## config.mk

```make
export PLATFORM = sky130hd
export DESIGN_NAME = aim_decoder
export DESIGN_NICKNAME = d
export VERILOG_FILES = /design/src/rtl/aim_pkg.sv /design/src/rtl/onehot_decoder.sv /design/src/rtl/aim_decoder.sv
export SDC_FILE = /design/constraint.sdc
export NUM_CORES = 2
export LEC_CHECK = 0
export ABC_AREA = 0
export CORE_AREA = 2 2 410 412
export DETAILED_ROUTE_END_ITERATION = 10
export DIE_AREA = 0 0 412 414
export SYNTH_ARGS = -nofsm -noshare
export SYNTH_HDL_FRONTEND = slang
export SYNTH_SLANG_ARGS = --single-unit
```

## constraint.sdc

```tcl
create_clock -name i_clk -period 3.5 [get_ports i_clk]
set_input_delay 0.7 -clock i_clk [delete_from_list [all_inputs] [get_ports i_clk]]
set_output_delay 0.7 -clock i_clk [all_outputs]
set_load 0.01 [all_outputs]
```

## src/rtl/aim_pkg.sv

```systemverilog
// rtl/aim_pkg.sv - shared AIM geometry constants and decoder state type
package aim_pkg;

    localparam int AIM_N_WORDS = 32;
    localparam int AIM_MAP_W   = 32;
    localparam int AIM_POS_W   = 9;
    localparam int AIM_ITE_W   = AIM_POS_W - $clog2(AIM_MAP_W);

    typedef enum logic [0:0] {
        S_LOAD = 1'b0,
        S_EMIT = 1'b1
    } aim_dec_state_e;

endpackage

```

## src/rtl/onehot_decoder.sv

```systemverilog
// rtl/onehot_decoder.sv - binary index to one-hot row, inverse of the AIM row encoder
module onehot_decoder #(
    parameter int W = 32
) (
    input  logic                 i_en,
    input  logic [$clog2(W)-1:0] i_idx,
    output logic [W-1:0]         o_onehot
);

    assign o_onehot = i_en ? (W'(1) << i_idx) : '0;

endmodule

```

## src/rtl/aim_decoder.sv

```systemverilog
// rtl/aim_decoder.sv - buffers a batch of match results and replays per-iteration one-hot maps
module aim_decoder
    import aim_pkg::*;
#(
    parameter int N_WORDS = AIM_N_WORDS,
    parameter int MAP_W   = AIM_MAP_W,
    parameter int POS_W   = AIM_POS_W,
    parameter int ITE_W   = POS_W - $clog2(MAP_W)
) (
    input  logic             i_clk,
    input  logic             i_rst,
    input  logic             i_valid,
    output logic             o_ready,
    input  logic             i_hit,
    input  logic [POS_W-1:0] i_pos,
    input  logic             i_last,
    input  logic [ITE_W-1:0] i_ite,
    output logic             o_valid,
    input  logic             i_ready,
    output logic [MAP_W-1:0] o_map [N_WORDS],
    output logic [ITE_W-1:0] o_ite,
    output logic             o_last,
    output logic             o_drop
);

    localparam int IDX_W  = $clog2(MAP_W);
    localparam int WCNT_W = $clog2(N_WORDS) + 1;

    aim_dec_state_e    state;
    logic [WCNT_W-1:0] wcnt;
    logic              hit [N_WORDS];
    logic [POS_W-1:0]  pos [N_WORDS];
    logic [ITE_W-1:0]  ite_max;
    logic [ITE_W-1:0]  ite_cnt;

    logic              accept;
    logic              close;
    logic              emit_hs;
    logic              drop_hit;
    logic [ITE_W-1:0]  ite_max_nx;
    logic [ITE_W-1:0]  in_ite;
    logic [ITE_W-1:0]  ite_sel;
    logic              hit_nx [N_WORDS];
    logic [POS_W-1:0]  pos_nx [N_WORDS];
    logic [MAP_W-1:0]  dec_map [N_WORDS];

    assign o_ready    = (state == S_LOAD) && !i_rst;
    assign o_valid    = (state == S_EMIT);
    assign o_last     = o_valid && (ite_cnt == ite_max);
    assign o_ite      = ite_cnt;

    assign accept     = i_valid && o_ready;
    assign emit_hs    = o_valid && i_ready;
    assign ite_max_nx = (wcnt == '0) ? i_ite : ite_max;
    assign in_ite     = i_pos[POS_W-1 -: ITE_W];
    assign drop_hit   = accept && i_hit && (in_ite > ite_max_nx);
    assign close      = accept && ((wcnt == WCNT_W'(N_WORDS - 1)) || i_last);
    // Map register is loaded one step ahead: iteration 0 on close, ite_cnt+1 on advance
    assign ite_sel    = (state == S_EMIT) ? ite_cnt + ITE_W'(1) : '0;

    // Buffer contents including the entry being accepted this cycle
    always_comb begin
        for (int w = 0; w < N_WORDS; w++) begin
            hit_nx[w] = hit[w];
            pos_nx[w] = pos[w];
            if (accept && (wcnt == WCNT_W'(w))) begin
                hit_nx[w] = i_hit && !drop_hit;
                pos_nx[w] = i_pos;
            end
        end
    end

    for (genvar w = 0; w < N_WORDS; w++) begin : g_row
        onehot_decoder #(.W(MAP_W)) u_dec (
            .i_en     (hit_nx[w] && (pos_nx[w][POS_W-1 -: ITE_W] == ite_sel)),
            .i_idx    (pos_nx[w][IDX_W-1:0]),
            .o_onehot (dec_map[w])
        );
    end

    always_ff @(posedge i_clk) begin
        if (i_rst) begin
            state   <= S_LOAD;
            wcnt    <= '0;
            ite_max <= '0;
            ite_cnt <= '0;
            o_drop  <= 1'b0;
            for (int w = 0; w < N_WORDS; w++) begin
                hit[w]   <= 1'b0;
                pos[w]   <= '0;
                o_map[w] <= '0;
            end
        end else begin
            o_drop <= drop_hit;
            for (int w = 0; w < N_WORDS; w++) begin
                hit[w] <= hit_nx[w];
                pos[w] <= pos_nx[w];
            end
            if (accept) begin
                wcnt    <= wcnt + WCNT_W'(1);
                ite_max <= ite_max_nx;
            end
            if (close) begin
                state   <= S_EMIT;
                ite_cnt <= '0;
                for (int w = 0; w < N_WORDS; w++) o_map[w] <= dec_map[w];
            end
            if (emit_hs) begin
                if (!o_last) begin
                    ite_cnt <= ite_cnt + ITE_W'(1);
                    for (int w = 0; w < N_WORDS; w++) o_map[w] <= dec_map[w];
                end else begin
                    state   <= S_LOAD;
                    wcnt    <= '0;
                    ite_cnt <= '0;
                    for (int w = 0; w < N_WORDS; w++) begin
                        hit[w]   <= 1'b0;
                        o_map[w] <= '0;
                    end
                end
            end
        end
    end

endmodule

```

* After elaboration in Yosys (flattened, before gate mapping) *
Memory sizes are Yosys's and may differ from the RTL's.
Cells that the tools add are included.

storage, ports and cells
  register bits = 1040
  RAM bits = 320
  input bits = 19
  output and inout bits = 1032
  logic and storage cells = 525
  memories kept = 2

memory list
  memory  words  bits a word  rd ports  clocked after Yosys merged registers in  wr ports  RTL line           RTL
  pos     32     9            32        0                                        32        aim_decoder.sv:32  logic [POS_W-1:0] pos [N_WORDS];
  hit     32     1            32        0                                        32        aim_decoder.sv:31  logic hit [N_WORDS];

operators by class
  $add $sub $neg = 2
  magnitude comparators = 1
  equality and inequality tests = 64
  shift-type cells = 32
  muxes and demuxes = 213
  bitwise operators = 97
  reduce and logical (&&, ||, !) cells = 77

operator list
  operator                                          count
  2-to-1 mux 1024 bit                               3
  2-to-1 mux 32 bit                                 32
  << shifter 1 x 5 -> 32 bit, first input constant  32
  2-to-1 mux 9 bit                                  64
  == test 4 bit                                     33
  2-to-1 mux 1 bit                                  106
  == test 6 x 5 -> 1 bit, second input constant     16
  bitwise OR 1 bit                                  96
  logical AND 1 bit                                 72
  == test 6 x 4 -> 1 bit, second input constant     8
  == test 6 x 3 -> 1 bit, second input constant     4
  2-to-1 mux 4 bit                                  5
  2-to-1 mux 6 bit                                  3
  == test 6 x 2 -> 1 bit, second input constant     2
  adder 6 x 1 -> 6 bit, second input constant       1
  == test 6 x 1 -> 1 bit, second input constant     1
  zero test 6 bit                                   1
  adder 4 x 1 -> 4 bit, second input constant       1
  greater-than comparator 4 bit                     1
  zero test 1 bit                                   2
  nonzero test 2 bit                                1
  logical OR 1 bit                                  1
  NOT 1 bit                                         1

* Longest topological paths before layout *
  word-level depth = 12
  depth in mapped cells = 14
  gate-level depth less buffers = 11

* Modules after synthesis *
Synthesis repeated with hierarchy kept, for this count alone.

second synthesis, totals
  cell total of the unflattened synthesis = 7654
  area total of the unflattened synthesis = 58399.8 sq um

by module, submodules not included
  module          times used  cells an instance  area each (sq um)
  aim_decoder     1           6150               50912.6
  onehot_decoder  32          47                 234.0

* Worst setup path after synthesis *
No wires, ideal clock.

  path kind = flip-flop to flip-flop
  start point = reg wcnt[4]
  end point = reg o_map[320] in the netlist's numbering
  arrival = 3537 ps
  required time = 3426 ps
  path slack = -111 ps
  stages on the path, launching flop included = 13
  path buffers = 2
  cells stage by stage = dfxtp_1 > clkbuf_1 > buf_2 > nor4_1 > nand2_1 > mux2i_1 > ha_1 > and4b_1 > a2111oi_2 > o221ai_1 > a222oi_1 > o2111ai_2 > o21ai_1

on the way
  cells in the longest elaborated chain, start to end = 11

RTL lines
  item                                           RTL line                                RTL
  from (decl)                                    aim_decoder.sv:30                       logic [WCNT_W-1:0] wcnt;
  from (signal assigned)                         aim_decoder.sv:100                      wcnt <= wcnt + WCNT_W'(1);
  zero test 6 bit                                aim_decoder.sv:54                       assign ite_max_nx = (wcnt == '0) ? i_ite : ite_max;
  2-to-1 mux 4 bit                               aim_decoder.sv:54
  greater-than comparator 4 bit                  aim_decoder.sv:56                       assign drop_hit = accept && i_hit && (in_ite > ite_max_nx);
  logical AND 1 bit                              aim_decoder.sv:56
  zero test 1 bit                                aim_decoder.sv:67                       hit_nx[w] = i_hit && !drop_hit;
  logical AND 1 bit                              aim_decoder.sv:67
  2-to-1 mux 1 bit                               aim_decoder.sv:66                       if (accept && (wcnt == WCNT_W'(w))) begin
  logical AND 1 bit                              aim_decoder.sv:75                       .i_en (hit_nx[w] && (pos_nx[w][POS_W-1 -: ITE_W] == ite_sel)),
  2-to-1 mux 32 bit                              onehot_decoder.sv:10                    assign o_onehot = i_en ? (W'(1) << i_idx) : '0;
  2-to-1 mux 1024 bit, on equally long branches  aim_decoder.sv:103, aim_decoder.sv:109
  2-to-1 mux 1024 bit                            aim_decoder.sv:108                      if (emit_hs) begin
  to (signal, indexed assignment)                aim_decoder.sv:91                       o_map[w] <= '0;
  to (signal, indexed assignment)                aim_decoder.sv:118                      o_map[w] <= '0;
  to (decl)                                      aim_decoder.sv:20                       output logic [MAP_W-1:0] o_map [N_WORDS],

Parallel ways exist; a longest one is shown, timed or not. The select of a mux whose other input is x is not followed.
A chain may end at the register's enable or synchronous reset.

* Worst setup path in the final report *
  start point = reg wcnt[4]
  end point = reg o_map[706] in the netlist's numbering

on the way
  cells in the longest elaborated chain, start to end = 11

RTL lines
  item                                           RTL line                                RTL
  zero test 6 bit (*)                            aim_decoder.sv:54
  2-to-1 mux 4 bit (*)                           aim_decoder.sv:54
  named net ite_max_nx[0]                        aim_decoder.sv:40                       logic [ITE_W-1:0] ite_max_nx;
  greater-than comparator 4 bit (*)              aim_decoder.sv:56
  logical AND 1 bit (*)                          aim_decoder.sv:56
  zero test 1 bit (*)                            aim_decoder.sv:67
  logical AND 1 bit (*)                          aim_decoder.sv:67
  2-to-1 mux 1 bit (*)                           aim_decoder.sv:66
  logical AND 1 bit (*)                          aim_decoder.sv:75
  2-to-1 mux 32 bit (*)                          onehot_decoder.sv:10
  2-to-1 mux 1024 bit, on equally long branches  aim_decoder.sv:103, aim_decoder.sv:109
  2-to-1 mux 1024 bit (*)                        aim_decoder.sv:108

The timed path passes the listed nets; every way through them passes the cells marked *. The select of a mux whose other input is x is not followed.

==> results.py <==
metrics = {
    "worst_setup_path": {
        "rrSetupSlack_ns": -0.04,
        "rr_worst_depth": 16,
        "critical_path_start_type": "flop",
        "cp_data_arrival_time_ns": 4.15,
        "worstSetupPathType": "flop to flop",
        "critical_path.top_delay_family": "buffers and inverters",
        "critical_path_peak_fanout": 8,
        "cpPeakStageDelay_ns": 0.46,
        "cp-end-kind": "flop",
        "worst_r2r_startpoint": "wcnt[4]",
        "crit_required_ns": 4.12,
        "crit_chain": "nor4_4, nand2_2, buf_8, mux2_2, ha_1, nand4_1, a21oi_1, buf_4, buf_4, o21ai_4, clkbuf_16, o21ai_2, nand4_1, buf_6, clkbuf_16, o31ai_1",
        "worstPathBufferInverterCount": 6,
        "cpMaxStageDelayCell": "sky130_fd_sc_hd__o21ai_4",
        "rr_endpoint": "o_map[706]",
    },
    "job": {
        "reported_max_cap_violation_count": 0,
    },
    "sta": {
        "worst_pin_slew_ns": 1.434,
        "slew_violations": 0,
        "max-slew-margin-rel": 0.03791,
        "rsz0062_at_grt": "yes",
        "total_neg_setup_slack_ns": -0.07256,
        "final.min_clock_period_ns": 3.537,
        "hold_violation_count_in_the_final_report": 0,
        "setup_slack_after_layout_ns": -0.03722,
        "final.setup_skew_ns": 0.03568,
        "timing_limited_maximum_frequency_ghz": 0.2827,
        "timing.final.crit_share": 1.011,
        "final-setup-viol-count": 6,
    },
    "power_and_ir_drop": {
        "power_density_mw_per_mm2": 416.5,
        "power.static_leakage_nw": 28.18,
        "finalPower_mw": 33.89,
        "max-vdd-ir-drop_mv": 0.5010,
    },
    "hold_path": {
        "timing.hold.worst.start": "i_pos[3]",
        "whs_endpoint": "pos[0][111]",
        "hold_class": "input port to flop",
        "hold-path-cell-count": 3,
    },
    "detailed_routing": {
        "postRouteWirelength_mm": 248.9,
        "wl_per_cell_um": 24.32,
        "detail_route.drc_violations": 0,
        "postRouteAntennaNets": 0,
        "via_count": 55816,
        "drt-vias-per-instance": 5.453,
        "1st_iter_drt_viols": 4787,
        "detailedRoute.firstPassIterationCount": 6,
    },
    "floorplan": {
        "standard_cell_row_count": 150,
        "die_height_um": 414,
        "coreArea_mm2": 0.1663,
        "dieArea_mm2": 0.1706,
        "horiz_die_dim_um": 412,
        "floorplan.initialDensity": 0.3282,
        "io_pins": 1051,
    },
    "cts": {
        "root_buffer": "sky130_fd_sc_hd__clkbuf_16",
        "cts_tree": "built",
        "htreeDepth": 4,
        "clock_path_buffers": 3,
        "clock_insertion_delay_worst_skew_ns": 0.79,
        "clkSlewWorstSetupHoldPaths_ns": 0.06,
        "cts_num_sinks": 1360,
        "numCtsBuffers": 152,
        "holdBufCountCts": 0,
    },
    "logic_synthesis": {
        "postSynthRegisterBits": 1360,
        "netlist.area_leader.share": 0.4931,
        "synthesis.area_per_instance_um2": 8.365,
        "synth.lib_cells_used.distinct": 77,
        "synth-edff-count": 16,
        "synthCells": 6523,
        "netlist_area_mm2": 0.05457,
        "asyncSetResetFlopFracSynth": 0,
        "ys_top_cells_by_area": "sky130_fd_sc_hd__dfxtp_1 49%, sky130_fd_sc_hd__nand2_1 12%, sky130_fd_sc_hd__o31ai_1 10%",
        "ys.flop_type": "sky130_fd_sc_hd__dfxtp_1",
        "yosysTopAreaCell": "sky130_fd_sc_hd__dfxtp_1",
        "yosys_warnings": 0,
        "synth-seq-area-share": 0.5019,
    },
    "placed_design": {
        "place_congestion": 0.8789,
        "dp_hpwl_mm": 178.4,
        "place.port_buffers": 1050,
        "dp_cells": 9910,
        "postPlaceCellArea_mm2": 0.07194,
    },
    "final_layout": {
        "most_common_cell_after_layout_fill_and_taps_aside": "sky130_fd_sc_hd__nand2_1",
        "n_fill_cell": 15448,
        "mostFrequentLayoutCells": "1,737 x sky130_fd_sc_hd__nand2_1, 1,341 x sky130_fd_sc_hd__dfxtp_1, 1,040 x sky130_fd_sc_hd__clkdlybuf4s50_1",
        "post_route_cells_drive_above_1_share": 0.1740,
        "area.growth.synth_to_final_pct": 49.09,
        "instances_no_fill": 10235,
        "final_util": 0.4893,
        "num-nets-final": 7944,
        "final_design_area_no_fill_mm2": 0.08136,
    },
    "grt": {
        "grt_pass1_wl_mm": 347.8,
        "gr-usage-all-layers": 0.2695,
        "globalRoute.totalOverflow": 0,
        "maximum_number_of_pins_on_one_net_before_global_route_repair": 128,
        "grt_antenna_before_repair": 14,
        "first_global_vias": 51530,
    },
    "run_status": {
        "outcome": "finished, violations left",
        "violations": "setup timing",
    },
}
[layout make-up]
type / instances / area, µm² / area share
Timing Repair Buffer: 1746 / 17430 / 0.2142
Inverter: 15 / 56.30 / 0.0006921
Clock buffer: 218 / 4471 / 0.05495
Tap cell: 2204 / 2758 / 0.03390
Antenna cell: 1 / 2.502 / 0.00003076
Sequential cell: 1360 / 27390 / 0.3367
Multi-Input combinational cell: 4641 / 28600 / 0.3515
Clock inverter: 50 / 654.4 / 0.008043
[cell usage after synthesis (all sizes together) (5+ instances only)]
master   count
a211oi      16
dfxtp     1344
nand3b      35
nor3        60
nor2       274
nand3      118
nor3b       77
a41oi       24
o211ai      32
o22ai        5
a31oi       63
o21a        11
clkbuf     474
o2111ai     13
nor4b       15
o21ai      418
and2        14
and4b       10
o2111a       5
edfxtp      16
nand4b       9
xnor2       82
nand2b      29
ha           9
nand2     1741
inv         15
o31ai      729
a22oi        5
a21oi      420
or3         15
xor2         9
buf         48
a21o        17
a32o        31
nor4        25
o41ai       66
mux2i       68
or2          5
a21boi      13
and3        21
nand4       39
nor2b       42
a22o        17
[stage by stage]
step | setup WS [ns] | hold WS, ns
global placement | -0.8328 | 0.4320
floorplan | 0.04492 | 0.4322
detailed placement | -0.7543 | 0.4376
CTS | -0.02058 | 0.3320
finish | -0.03722 | 0.3993
global route | -0.1655 | 0.3647
[power breakdown]
group	leakage, nW	switching [mW]	internal [mW]	total, mW
Clock	2.53	6.75	9.78	16.5
Combinational	14.7	1.27	0.503	1.77
Sequential	11.0	0.0324	15.5	15.6
[state kept, by name, summed over array words and instances, names as in the netlist]
register,count
hit,32
o_map,1024
o_valid,1
pos,288
o_ite,4
ite_max,4
wcnt,6
o_drop,1
[per-layer routing]
metal	up-vias	track usage	share of wire	wire length, µm
met5	-	0	0.00037	92
met1	27300	0.3475	0.42	104300
met4	12	0.09273	0.037	9317
met2	2062	0.4463	0.48	118800
met3	453	0.05383	0.066	16380
li1	25989	-	-	-
[worst reg2reg max path: stages (launching register included)]
cell	delay (ns)
sky130_fd_sc_hd__dfxtp_2	0.33
sky130_fd_sc_hd__nor4_4	0.29
sky130_fd_sc_hd__nand2_2	0.09
sky130_fd_sc_hd__buf_8	0.16
sky130_fd_sc_hd__mux2_2	0.29
sky130_fd_sc_hd__ha_1	0.28
sky130_fd_sc_hd__nand4_1	0.12
sky130_fd_sc_hd__a21oi_1	0.09
sky130_fd_sc_hd__buf_4	0.17
sky130_fd_sc_hd__buf_4	0.18
sky130_fd_sc_hd__o21ai_4	0.46
sky130_fd_sc_hd__clkbuf_16	0.27
sky130_fd_sc_hd__o21ai_2	0.06
sky130_fd_sc_hd__nand4_1	0.10
sky130_fd_sc_hd__buf_6	0.19
sky130_fd_sc_hd__clkbuf_16	0.22
sky130_fd_sc_hd__o31ai_1	0.09
[cells by family after synthesis]
group / share of synthesized area
AND/OR/NAND/NOR: 0.2021
AO/OA/AOI/OAI: 0.2280
flip-flops: 0.5019
buffers and inverters: 0.03811
XOR/XNOR: 0.01461
multiplexers: 0.01316
adder cells (fa/ha/maj): 0.002064
other: 0.00006872
[worst max-delay path by stage]
stage | depth (start not counted) | startpoint | to | slack, ns
floorplan | 12 | wcnt[4] | o_map[320] | 0.04
global placement | 12 | i_ite[2] | o_map[489] | -0.83
detailed placement | 12 | i_ite[2] | o_map[293] | -0.75
CTS | 14 | wcnt[3] | o_map[203] | -0.02
global route | 16 | wcnt[1] | o_map[197] | -0.17
finish | 16 | wcnt[4] | o_map[706] | -0.04
[repair_timing]
item,4_1_cts,5_1_grt
pin swaps,3,121
setup endpoints to repair,420,873
gates cloned,0,36
resized for setup,20,581
buffers inserted,3,17
No activity file was read; power rests on OpenSTA's default activity.
